File: src/rtl/vga_pixel_sink_pkg.sv
`default_nettype none
// ============================================================================
// Module   : vga_pixel_sink_pkg
// Purpose  : Shared display constants, sink state encoding and address helper.
// Revision : 1.0 - initial release
// ============================================================================
package vga_pixel_sink_pkg;

    localparam logic [7:0]  FB_WIDTH     = 8'd160;
    localparam logic [6:0]  FB_HEIGHT    = 7'd120;
    localparam logic [14:0] FB_SIZE      = 15'd19200;
    localparam logic [14:0] FB_LAST_ADDR = FB_SIZE - 15'd1;

    localparam logic [1:0] ST_IDLE  = 2'd0;
    localparam logic [1:0] ST_DRAIN = 2'd1;
    localparam logic [1:0] ST_CLEAR = 2'd2;
    localparam logic [1:0] ST_DONE  = 2'd3;

    // y*160 + x as (y*128) + (y*32) + x, keeping the datapath multiplier-free
    function automatic logic [14:0] fb_addr_of(input logic [7:0] x, input logic [6:0] y);
        return {1'b0, y, 7'b0} + {3'b0, y, 5'b0} + {7'b0, x};
    endfunction

endpackage
`default_nettype wire

File: src/rtl/vga_pixel_sink_pixel_fifo.sv
`default_nettype none
// ============================================================================
// Module   : pixel_fifo
// Purpose  : Synchronous FIFO with full/empty flags; push on full is allowed
//            when a pop happens on the same edge.
// Revision : 1.0 - initial release
// ============================================================================
module pixel_fifo #(
    parameter int DEPTH = 8,
    parameter int WIDTH = 18,
    parameter int AW    = $clog2(DEPTH)
) (
    input  logic             clock,
    input  logic             resetn,
    input  logic             push,
    input  logic             pop,
    input  logic [WIDTH-1:0] din,
    output logic [WIDTH-1:0] dout,
    output logic             full,
    output logic             empty,
    output logic [AW:0]      count
);

    logic [WIDTH-1:0] r_mem [DEPTH];
    logic [AW-1:0]    r_wr_ptr;
    logic [AW-1:0]    r_rd_ptr;
    logic [AW:0]      r_count;
    logic             w_do_pop;
    logic             w_do_push;

    assign full      = (r_count == (AW+1)'(DEPTH));
    assign empty     = (r_count == '0);
    assign count     = r_count;
    assign dout      = r_mem[r_rd_ptr];
    assign w_do_pop  = pop && !empty;
    assign w_do_push = push && (!full || w_do_pop);

    always_ff @(posedge clock) begin
        if (w_do_push) begin
            r_mem[r_wr_ptr] <= din;
        end
    end

    // Pointers wrap naturally because DEPTH is a power of two
    always_ff @(posedge clock or negedge resetn) begin
        if (!resetn) begin
            r_wr_ptr <= '0;
            r_rd_ptr <= '0;
            r_count  <= '0;
        end else begin
            if (w_do_push) begin
                r_wr_ptr <= r_wr_ptr + AW'(1);
            end
            if (w_do_pop) begin
                r_rd_ptr <= r_rd_ptr + AW'(1);
            end
            if (w_do_push && !w_do_pop) begin
                r_count <= r_count + (AW+1)'(1);
            end else if (w_do_pop && !w_do_push) begin
                r_count <= r_count - (AW+1)'(1);
            end
        end
    end

endmodule
`default_nettype wire

File: src/rtl/vga_pixel_sink.sv
`default_nettype none
// ============================================================================
// Module   : vga_pixel_sink
// Purpose  : Queues pixel writes into the framebuffer and performs full-frame
//            clears on request, preserving the order of surrounding pixels.
// Revision : 1.0 - initial release
// ============================================================================
module vga_pixel_sink
    import vga_pixel_sink_pkg::*;
#(
    parameter int FIFO_DEPTH = 8
) (
    input  logic        clock,
    input  logic        resetn,
    input  logic [7:0]  vga_x,
    input  logic [6:0]  vga_y,
    input  logic [2:0]  vga_colour,
    input  logic        vga_write,
    input  logic        clear_start,
    input  logic [2:0]  clear_colour,
    output logic        clear_done,
    output logic [14:0] fb_addr,
    output logic [2:0]  fb_data,
    output logic        fb_we,
    output logic [7:0]  dropped
);

    localparam int CW = $clog2(FIFO_DEPTH) + 1;

    logic [1:0]    r_state;
    logic [14:0]   r_clear_addr;
    logic [2:0]    r_clear_colour;
    logic [CW-1:0] r_drain_left;
    logic          r_fb_we;
    logic [14:0]   r_fb_addr;
    logic [2:0]    r_fb_data;
    logic          r_clear_done;
    logic [7:0]    r_dropped;

    logic          w_in_range;
    logic          w_push;
    logic          w_pop;
    logic          w_drop;
    logic          w_full;
    logic          w_empty;
    logic [CW-1:0] w_count;
    logic [CW-1:0] w_count_next;
    logic [17:0]   w_head;

    assign w_in_range = (vga_x < FB_WIDTH) && (vga_y < FB_HEIGHT);

    // Pops use the registered empty flag, so a pixel pushed into an empty
    // queue is never forwarded on the same edge.
    assign w_pop = !w_empty &&
                   ((r_state == ST_IDLE) ||
                    ((r_state == ST_DRAIN) && (r_drain_left != '0)));
    assign w_push       = vga_write && w_in_range && (!w_full || w_pop);
    assign w_drop       = vga_write && !w_push;
    assign w_count_next = w_count + CW'(w_push) - CW'(w_pop);

    pixel_fifo #(
        .DEPTH (FIFO_DEPTH),
        .WIDTH (18)
    ) u_fifo (
        .clock  (clock),
        .resetn (resetn),
        .push   (w_push),
        .pop    (w_pop),
        .din    ({fb_addr_of(vga_x, vga_y), vga_colour}),
        .dout   (w_head),
        .full   (w_full),
        .empty  (w_empty),
        .count  (w_count)
    );

    always_ff @(posedge clock or negedge resetn) begin
        if (!resetn) begin
            r_state        <= ST_IDLE;
            r_clear_addr   <= '0;
            r_clear_colour <= '0;
            r_drain_left   <= '0;
            r_fb_we        <= 1'b0;
            r_fb_addr      <= '0;
            r_fb_data      <= '0;
            r_clear_done   <= 1'b0;
            r_dropped      <= '0;
        end else begin
            r_fb_we      <= 1'b0;
            r_clear_done <= 1'b0;

            if (w_pop) begin
                r_fb_we   <= 1'b1;
                r_fb_addr <= w_head[17:3];
                r_fb_data <= w_head[2:0];
            end

            if (w_drop && (r_dropped != 8'hFF)) begin
                r_dropped <= r_dropped + 8'd1;
            end

            case (r_state)
                ST_IDLE: begin
                    // Entries present after this edge predate the clear request
                    if (clear_start) begin
                        r_clear_colour <= clear_colour;
                        r_drain_left   <= w_count_next;
                        r_state        <= ST_DRAIN;
                    end
                end
                ST_DRAIN: begin
                    if (r_drain_left == '0) begin
                        r_clear_addr <= '0;
                        r_state      <= ST_CLEAR;
                    end else if (w_pop) begin
                        r_drain_left <= r_drain_left - CW'(1);
                    end
                end
                ST_CLEAR: begin
                    r_fb_we   <= 1'b1;
                    r_fb_addr <= r_clear_addr;
                    r_fb_data <= r_clear_colour;
                    if (r_clear_addr == FB_LAST_ADDR) begin
                        r_state <= ST_DONE;
                    end else begin
                        r_clear_addr <= r_clear_addr + 15'd1;
                    end
                end
                ST_DONE: begin
                    r_clear_done <= 1'b1;
                    r_state      <= ST_IDLE;
                end
                default: begin
                    r_state <= ST_IDLE;
                end
            endcase
        end
    end

    assign fb_we      = r_fb_we;
    assign fb_addr    = r_fb_addr;
    assign fb_data    = r_fb_data;
    assign clear_done = r_clear_done;
    assign dropped    = r_dropped;

endmodule
`default_nettype wire
File: config.mk
export PLATFORM = sky130hd
export DESIGN_NAME = vga_pixel_sink
export DESIGN_NICKNAME = d
export VERILOG_FILES = /design/src/rtl/vga_pixel_sink_pkg.sv /design/src/rtl/vga_pixel_sink_pixel_fifo.sv /design/src/rtl/vga_pixel_sink.sv
export SDC_FILE = /design/constraint.sdc
export NUM_CORES = 1
export LEC_CHECK = 0
export BUFFER_PORTS_ARGS = -buffer_cell sky130_fd_sc_hd__buf_2
export CORE_ASPECT_RATIO = 1.25
export CORE_MARGIN = 4
export CORE_UTILIZATION = 50
export CTS_CLUSTER_SIZE = 20
export DETAILED_ROUTE_END_ITERATION = 7
export GPL_ROUTABILITY_DRIVEN = 0
export PLACE_DENSITY = 0.69
export SETUP_SLACK_MARGIN = 0.02
export SYNTH_ARGS = -nofsm -noshare
export SYNTH_HDL_FRONTEND = slang
export SYNTH_SLANG_ARGS = --single-unit
File: constraint.sdc
create_clock -name clock -period 4.18 [get_ports clock]
set_input_delay 1.254 -clock clock [delete_from_list [all_inputs] [get_ports clock]]
set_output_delay 1.254 -clock clock [all_outputs]
set_load 0.1 [all_outputs]
# Word-level counts from Yosys, hierarchy flattened
# Memories as Yosys holds them, arrays and structs flattened.
# Index checks and enable logic that the tools add are counted.
# totals
ramBits	144
regBits	62
output_inout_bits	28
mem_count	1
elab_cells	91
input_bits	25
# classes
n_addsub	11
reduce_logical	31
eq_ne	12
mux	22
n_lt_le_gt_ge	2
# memory_table
memory	depth	width	rd	rd_ports_with_merged_regs	wr	line	rtl
u_fifo.r_mem	8	18	1	0	1	vga_pixel_sink_pixel_fifo.sv:24	logic [WIDTH-1:0] r_mem [DEPTH];
# op_table
cell	n
$mux 15	4
$pmux 15 s2	1
$mux 4	5
$add 14x12->15	1
$add 15x1->15 const B	1
$add 15x8->15	1
$eq 15x15->1 const B	1
$logic_and 1x1->1	11
$add 8x1->8 const B	1
$logic_not 4->1	2
$lt 8x8->1 const B	1
$ne 2x2->1 const B	4
$ne 8x8->1 const B	1
$pmux 2 s4	1
$pmux 4 s2	1
$reduce_bool 2->1	4
$sub 4x1->4 const B	2
$lt 7x7->1 const B	1
$add 3x1->3 const B	2
$mux 2	3
$mux 3	2
$reduce_and 3->1	2
$logic_not 1->1	5
$mux 1	5
12 further kinds	16

# Logic depth before layout (Yosys ltp)
# Gate-level depths: netlist of run 1.
# logic_depth
ltp_word	11
ltp_mapped	15
mapped_depth_nobuf	14

# Hierarchy
# From an unflattened synthesis of run 1, not the netlist that was laid out.
# unflattened
cells_unflattened	596
hier_area_um2	9339.0
# by_module_without_submodules
module	cells_each	seq_area_each_um2	n_inst	area_per_inst_um2
pixel_fifo	271	4574.4	1	6065.8
vga_pixel_sink	325	1301.2	1	3273.1

# Worst setup path after synthesis of run 1
# OpenSTA, ideal clock, no wires.
# synth_path
kind	input to register
start	input vga_x[6]
end	memory u_fifo.r_mem[6][0], enable pin
path_buffers	0
arrival_time_ns	3.444
path_stages	6
setup_time_ns	0.420
required_ns	3.760
slack_ns	0.317
path_cell_list	o21a_1 a41oi_1 nand3_2 inv_4 nand2_2 nor3b_1
# synth_between
elab_chain_cells	7
# synth_lines
element	line	rtl
from (decl)	vga_pixel_sink.sv:15	input logic [7:0] vga_x,
$lt 8x8->1	vga_pixel_sink.sv:50	assign w_in_range = (vga_x < FB_WIDTH) && (vga_y < FB_HEIGHT);
$logic_and 1x1->1	vga_pixel_sink.sv:50	
$logic_and 1x1->1 (2 in a row)	vga_pixel_sink.sv:57	assign w_push = vga_write && w_in_range && (!w_full || w_pop);
$logic_and 1x1->1	vga_pixel_sink_pixel_fifo.sv:36	assign w_do_push = push && (!full || w_do_pop);
named net u_fifo.w_do_push	vga_pixel_sink_pixel_fifo.sv:29	logic w_do_push;
$mux 1	vga_pixel_sink_pixel_fifo.sv:39	if (w_do_push) begin
$mux 1 (implied by the code)	vga_pixel_sink_pixel_fifo.sv:40	r_mem[r_wr_ptr] <= din;
to (decl)	vga_pixel_sink_pixel_fifo.sv:24	
# The timed path passes the listed nets, and every way through them passes these cells.

# Worst setup path in the final report of run 1
# layout_path
start	register r_state[1]
end	register r_drain_left[2]
# layout_between
elab_chain_cells	10
word_cells_on_any_way	16
cone_classes	add/sub: 2; eq/ne: 4; mux: 2; reduce/logical: 8
# layout_lines
element	line	rtl
from (decl)	vga_pixel_sink.sv:30	logic [1:0] r_state;
from (signal assigned)	vga_pixel_sink.sv:78	r_state <= ST_IDLE;
from (signal assigned)	vga_pixel_sink.sv:107	r_state <= ST_DRAIN;
from (signal assigned)	vga_pixel_sink.sv:113	r_state <= ST_CLEAR;
$eq 2x1->1	vga_pixel_sink.sv:56, vga_pixel_sink.sv:101	
$logic_and 1x1->1	vga_pixel_sink.sv:56	((r_state == ST_DRAIN) && (r_drain_left != '0)));
$logic_or 1x1->1	vga_pixel_sink.sv:55	((r_state == ST_IDLE) ||
$logic_and 1x1->1	vga_pixel_sink.sv:54	assign w_pop = !w_empty &&
$logic_or 1x1->1	vga_pixel_sink.sv:57	
$logic_and 1x1->1	vga_pixel_sink.sv:57	
$add 4x1->4	vga_pixel_sink.sv:59	assign w_count_next = w_count + CW'(w_push) - CW'(w_pop);
$sub 4x1->4	vga_pixel_sink.sv:59	
$mux 4	vga_pixel_sink.sv:104	if (clear_start) begin
$pmux 4 s2	vga_pixel_sink.sv:101	case (r_state)
to (signal assigned)	vga_pixel_sink.sv:106	r_drain_left <= w_count_next;
to (signal assigned)	vga_pixel_sink.sv:115	r_drain_left <= r_drain_left - CW'(1);
to (decl)	vga_pixel_sink.sv:33	logic [CW-1:0] r_drain_left;
# Several ways; a longest one is shown, not always the timed one. The select of a mux whose other input is x is not followed.
# A chain may end at the register's enable or synchronous reset.

==> results of run 1 <==
## worst paths after layout
path | endpoint | slack (ns) | cells past startpoint
min | dropped[4] | 0.49 | 1
max | r_drain_left[2] | 0.78 | 13
min reg2reg | dropped[4] | 0.49 | 1
max reg2reg | r_drain_left[2] | 0.78 | 13
min in group asynchronous | r_clear_addr[2] | 0.69 | 1
max in group asynchronous | u_fifo.r_rd_ptr[1] | 2.75 | 2
## placed cells by master (no fill, tap or decap), drive strengths merged, types with 3 or more instances in the layout
cell	n
buf	68
edfxtp	144
nor3	4
a21o	4
xor2	15
and3	6
ha	32
a211oi	4
mux4	36
mux2	8
fa	4
bufinv	3
o211ai	8
inv	17
nor3b	5
xnor2	18
nand2	54
dfrtp	62
clkinv	9
mux2i	20
a21oi	7
nand3	5
o21ai	49
nand4	11
nor2	25
nand2b	5
clkbuf	25
## cell type report
cell class              count  share of cell area (%)
repair buffers             68                    3.64
clock inverters            14                    1.42
inverters                  16                   0.598
flip-flops and latches    206                    56.2
multi-input cells         350                    29.9
clock buffers              25                    5.57
well taps                 228                    2.73
## worst register-to-register path: cells and delay by family (launching register included)
kind | cells | cell delay, ns
compound gates | 2 | 0.63
xor+xnor | 1 | 0.16
fa+ha+maj | 4 | 1.36
buf+inv | 3 | 0.26
flops | 1 | 0.42
simple gates | 3 | 0.45
## per-layer routing
layer	routed length, um	share of wire (%)	up-vias
li1	-	-	2399
met4	512	2.8	0
met3	693	3.8	39
met5	0	0	-
met2	9330	52	117
met1	7530	42	2586
## kinds of logic after synthesis
logic type,Yosys count
AOI/OAI and AO/OA,89
xor gates and xnor gates,33
adders and majority gates,36
buffers and inverters,40
DFF,206
muxes,64
and+or+nand+nor,128
## power by group through the flow
stage	clock, uW	sequential (uW)	combinational (uW)
after CTS	1980	2570	852
after detailed placement	0	2610	852
after global routing	2080	2590	922
final	1940	2570	838
after global placement	0	2590	809
after floorplan	0	2740	446
## registers in the layout, summed over array words and instances (netlist names)
name,cells
u_fifo.r_mem,144
fb_addr,15
r_clear_addr,15
dropped,8
r_drain_left,4
u_fifo.count,4
fb_data,3
r_clear_colour,3
u_fifo.r_rd_ptr,3
u_fifo.r_wr_ptr,3
r_state,2
clear_done,1
fb_we,1
## per-stage QoR
step                      util, %  instance area (um^2)  hold WS (ns)  worst slack (ns)  total power, uW
after CTS                    57.8                 10500         0.501             0.765             5410
after floorplan                 -                  9190         0.448             0.317             3190
after global placement       53.8                  9730         0.479             0.519             3400
final                        57.8                 10500         0.493             0.784             5350
after detailed placement     53.8                  9730         0.486             0.405             3460
after global routing         57.8                 10500         0.506             0.540             5590
==> flow_summary.ini, run 1 <==
[outcome]
status = completed

[cts]
cts_root_buf = clkbuf_16
cts_num_sinks = 206
cts_post_setup_buffers_inserted = 0
tritoncts_clock_tree = built
holdBufCountCts = 0
clock_tree.htree_level_count = 1
clockBufferDepth = 3
clk_pin_slew_ns = 0.06
cts-buffers-inserted = 22
total_of_cells_resized_after_clock_tree_synthesis = 0
clock_latency_ns = 0.49

[logic_synthesis]
synthMuxAreaShare_pct = 12.0
synthTopCellsByCount = edfxtp_1 (144), dfrtp_1 (62), nand2_1 (52)
syn_area_um2 = 9190
synth_area_leaders = edfxtp_1 (47%), dfrtp_1 (17%), mux4_2 (8.8%), ha_1 (4.4%), o21ai_0 (2.6%)
synth_compound_area_share_pct = 6.07
yosysUniqueCellTypes = 65
synth_nets = 657
simple_gate_share_of_the_synthesized_area_pct = 7.24
synth_top_area_cell = edfxtp_1
synth_enable_flop_cells = 144
main_flop_type_after_synthesis = edfxtp_1
yosysMostFrequentCell = edfxtp_1
synth_fa_ha_area_share_pct = 5.23
syn-instance-count = 596
synth-xor-area-share_pct = 3.14
synth_sequential_area_ratio_pct = 63.9
synthArstFlopShare_pct = 30.1
synth_top_area_share_pct = 47.0
synth_top_family_by_area = multiplexers
total_of_flip_flops_plus_latches_after_synthesis = 206
yosysWarnings = 0
post_synth.cell_area_avg_um2 = 15.4

[setup_path]
critical_path.n_buffers_inverters = 3
crit_required_ns = 4.56
critical_path_arrival_ns = 3.77
timing.critical_path.slowest_cell_delay_ns = 0.48
worst_setup_path_end_kind = flop
critical_path.cell_chain = inv_1, ha_1, nor2_1, o311ai_2, nand3_2, ha_1, inv_1, ha_1, inv_1, fa_1, xor2_1, nor3_1, a221o_1
crit_type = flop to flop
worst_path_max_delay_cell = ha_1
r2r-start = r_state[1]
critPathTopFamily = adder cells
startpoint = r_state[1]
worst_setup_path_start_kind = flop
crit_fanout = 14

[timing]
period_share_pct = 81.2
fin_skew_ns = 0.00845
tightest_slew_ns = 0.914
finalSetupTns_ns = 0
rsz0062_at_grt = no
highest_clock_rate_mhz = 294
layout_min_cycle_time_ns = 3.40
slew_headroom_pct = 39.1
final_hold_viol_count = 0
maxSlewViolCount = 0
setup_viol = 0

[die]
rows = 55
placeableCoreArea_um2 = 18100
initial_core_util_pct = 50.8
io_pins = 53
die_w_um = 129
total_die_area_um2 = 20600
chipHeight_um = 160

[drt]
final_antenna_net_count = 0
drc = 0
dr.pass1.iters = 5
vias_after_detailed_routing = 5141
routed_wirelength_mm = 18.1
via_count_normalized_by_instance_count = 5.67
detail_route.wl_per_cell_um = 19.9
detailedRoute.firstIterationViolations = 401

[global_routing]
grt_most_used_layer = met2
groute.layer.met1.usage_pct = 23.7
globalRoute.totalOverflow = 0
met3_usage_pct = 2.72
globalRouteTotalUtil_pct = 18.1
initial_antenna_violation_count = 0
grt_start_max_net_pins = 39
use_met2_pct = 30.9
first_global_vias = 5481
grt_first_pass_wirelength_mm = 29.6

[final_layout]
nFillCells = 1362
layoutNonFillerInstCount = 907
final-seq-area_um2 = 5880
final_net_count = 725
antennaDiodeCount = 0
flow.area_growth_from_synthesis_pct = 13.8
layout-drive-gt1-share_pct = 24.9
multi_input_area_um2 = 3120

[pwr]
netSwitchingFraction_pct = 26.8
power.leakage_uw = 0.00389
internal_power_uw = 3910
psw_uw = 1430
seq_power_share_pct = 48.1
power.ir.vdd_worst_mv = 0.323
power_per_cell_area_nw_per_um2 = 511
power_frac_comb_pct = 15.7
share_clk_of_total_power_pct = 36.2

[worst_hold_path]
hold_path.startpoint = dropped[4]
worstHoldPathType = flop to flop

[placed_design]
port-buffer-count = 52
numPlacedInstances = 868
detailedPlacementHpwl_mm = 11.8

[flow_run]
timing.max_cap.violations = 0
Power figures use the tool's default switching activity.
==> run 2: changes to the inputs <==
==> constraint.sdc (replaced) <==
create_clock -name clock -period 3.6 [get_ports clock]
set_input_delay 1.08 -clock clock [delete_from_list [all_inputs] [get_ports clock]]
set_output_delay 1.08 -clock clock [all_outputs]
set_load 0.1 [all_outputs]
==> run 2 against run 1 <==
  * Via count increased by 1.2%
  * Combinational power up 21%
  * Die area did not move
  * Worst setup slack worse by 0.24 ns
  * Utilization up 1.1 points
==> flow_summary.ini, run 2 (synthesis results as in run 1) <==
[outcome]
status = completed

[setup_path]
cpMostUsedCell = fa_1
timing.critical_path.slowest_cell_delay_ns = 0.53
critical_path_arrival_ns = 3.22
r2r_cells = 15
crit-reg2reg-capture = u_fifo.count[3]
worst_setup_path_start_kind = input pin
critical_path.cell_chain = buf_2, fa_1, fa_1, a21o_1, a21oi_1, nor2b_1, o31ai_1, a21boi_0
crit_required_ns = 3.77
crit_type = input pin to flop
r2r-start = r_state[1]
crit_fanout = 8
minimum_setup_slack_among_reg_to_reg_paths_ns = 0.64
worst_path_max_delay_cell = fa_1
worst_setup_path_end_kind = flop
startpoint = vga_x[7]

[pwr]
total_power_uw = 6380
power.ir.vdd_worst_mv = 0.356
power_per_cell_area_nw_per_um2 = 599
power.leakage_uw = 0.00396

[cts]
cts-buffers-inserted = 22
holdBufCountCts = 0
clockBufferDepth = 3
clock_latency_ns = 0.51
cts_num_sinks = 206
clock_tree.htree_level_count = 1
clk_pin_slew_ns = 0.06
cts_root_buf = clkbuf_16
cts_post_setup_buffers_inserted = 0
tritoncts_clock_tree = built
total_of_cells_resized_after_clock_tree_synthesis = 0

[global_routing]
globalRoute.totalOverflow = 0
first_global_vias = 5524
globalRouteTotalUtil_pct = 18.3
initial_antenna_violation_count = 0
grt_start_max_net_pins = 63
grt_first_pass_wirelength_mm = 29.8

[drt]
detail_route.wl_per_cell_um = 19.8
detailedRoute.firstIterationViolations = 424
vias_after_detailed_routing = 5204
routed_wirelength_mm = 18.0
via_count_normalized_by_instance_count = 5.70
final_antenna_net_count = 0
drc = 0
dr.pass1.iters = 4

[die]
io_pins = 53
chipHeight_um = 160
placeableCoreArea_um2 = 18100
total_die_area_um2 = 20600
die_w_um = 129
initial_core_util_pct = 50.8
rows = 55

[final_layout]
flow.area_growth_from_synthesis_pct = 15.9
final_net_count = 730
antennaDiodeCount = 0
nFillCells = 1378
leading_cell_types_in_the_layout_fill_and_taps_excluded = edfxtp_1 (144), dfrtp_1 (61), nand2_1 (52), buf_2 (52), o21ai_0 (48)
largest_register_ffs = 144
layout-drive-gt1-share_pct = 25.5
final_common_cell = edfxtp_1
finish.instance_area_um2 = 10700
layoutNonFillerInstCount = 913
max_flop_register = u_fifo.r_mem

[timing]
final_hold_viol_count = 0
tightest_slew_ns = 0.936
rsz0062_at_grt = no
setup_viol = 0
finalSetupTns_ns = 0
period_share_pct = 84.7
layout_min_cycle_time_ns = 3.05
fin_skew_ns = 0.0167
slew_headroom_pct = 37.6
timing.hold.ws_ns = 0.495
highest_clock_rate_mhz = 328
maxSlewViolCount = 0

[worst_hold_path]
hold_path.startpoint = r_clear_colour[1]
holdPathEnd = fb_data[1]
timing.hold.worst_path_depth = 2
worstHoldPathType = flop to flop

[flow_run]
timing.max_cap.violations = 0

[placed_design]
port-buffer-count = 52
numPlacedInstances = 873
postPlaceCellArea_um2 = 9870
detailedPlacementHpwl_mm = 11.6
-- run 2: how the worst max path moves through the flow --
stage | to | depth (start not counted)
final | u_fifo.r_mem[4][17] | 8
after floorplan | u_fifo.r_mem[0][0] | 6
after global placement | u_fifo.r_mem[0][17] | 8
after CTS | u_fifo.r_mem[4][17] | 8
after detailed placement | u_fifo.r_mem[0][17] | 8
after global routing | u_fifo.count[3] | 15
-- run 2: area by class of cell --
class                           count  area [um^2]  area share, %
Clock buffer                       22          551           5.17
Clock inverter                     18          228           2.14
Inverter                           16         62.6          0.587
Multi-Input combinational cell    350         3120           29.3
Sequential cell                   206         5880           55.2
Tap cell                          228          285           2.68
Timing Repair Buffer               73          531           4.98
-- run 2: power by group --
part           total (uW)  switching [uW]  leakage, uW  internal [uW]
registers            2980             145      0.00210           2830
logic                1010             645      0.00149            368
clock network        2390             913     0.000373           1480
-- run 2: critical path, delay by kind of cell --
kind | cells | cell delay [ns]
compound gates | 4 | 0.92
buf+inv | 1 | 0.12
fa+ha+maj | 2 | 1.01
simple gates | 1 | 0.09
-- run 2: metrics by stage --
step	util, %	worst slack, ns
6_report	58.9	0.549
3_5_place_dp	54.6	0.0876
2_1_floorplan	-	0.0261
5_1_grt	58.9	0.390
4_1_cts	58.9	0.587
3_3_place_gp	54.6	0.179
-- run 2: layer usage --
metal  vias to the layer above  global-route usage, %  wire length, um
met1                      2658                   24.1             7410
met3                        24                   2.42              817
met2                       116                   31.9             9500
met4                         0                   4.87              317
li1                       2406                      -                -
met5                         -                      0                0
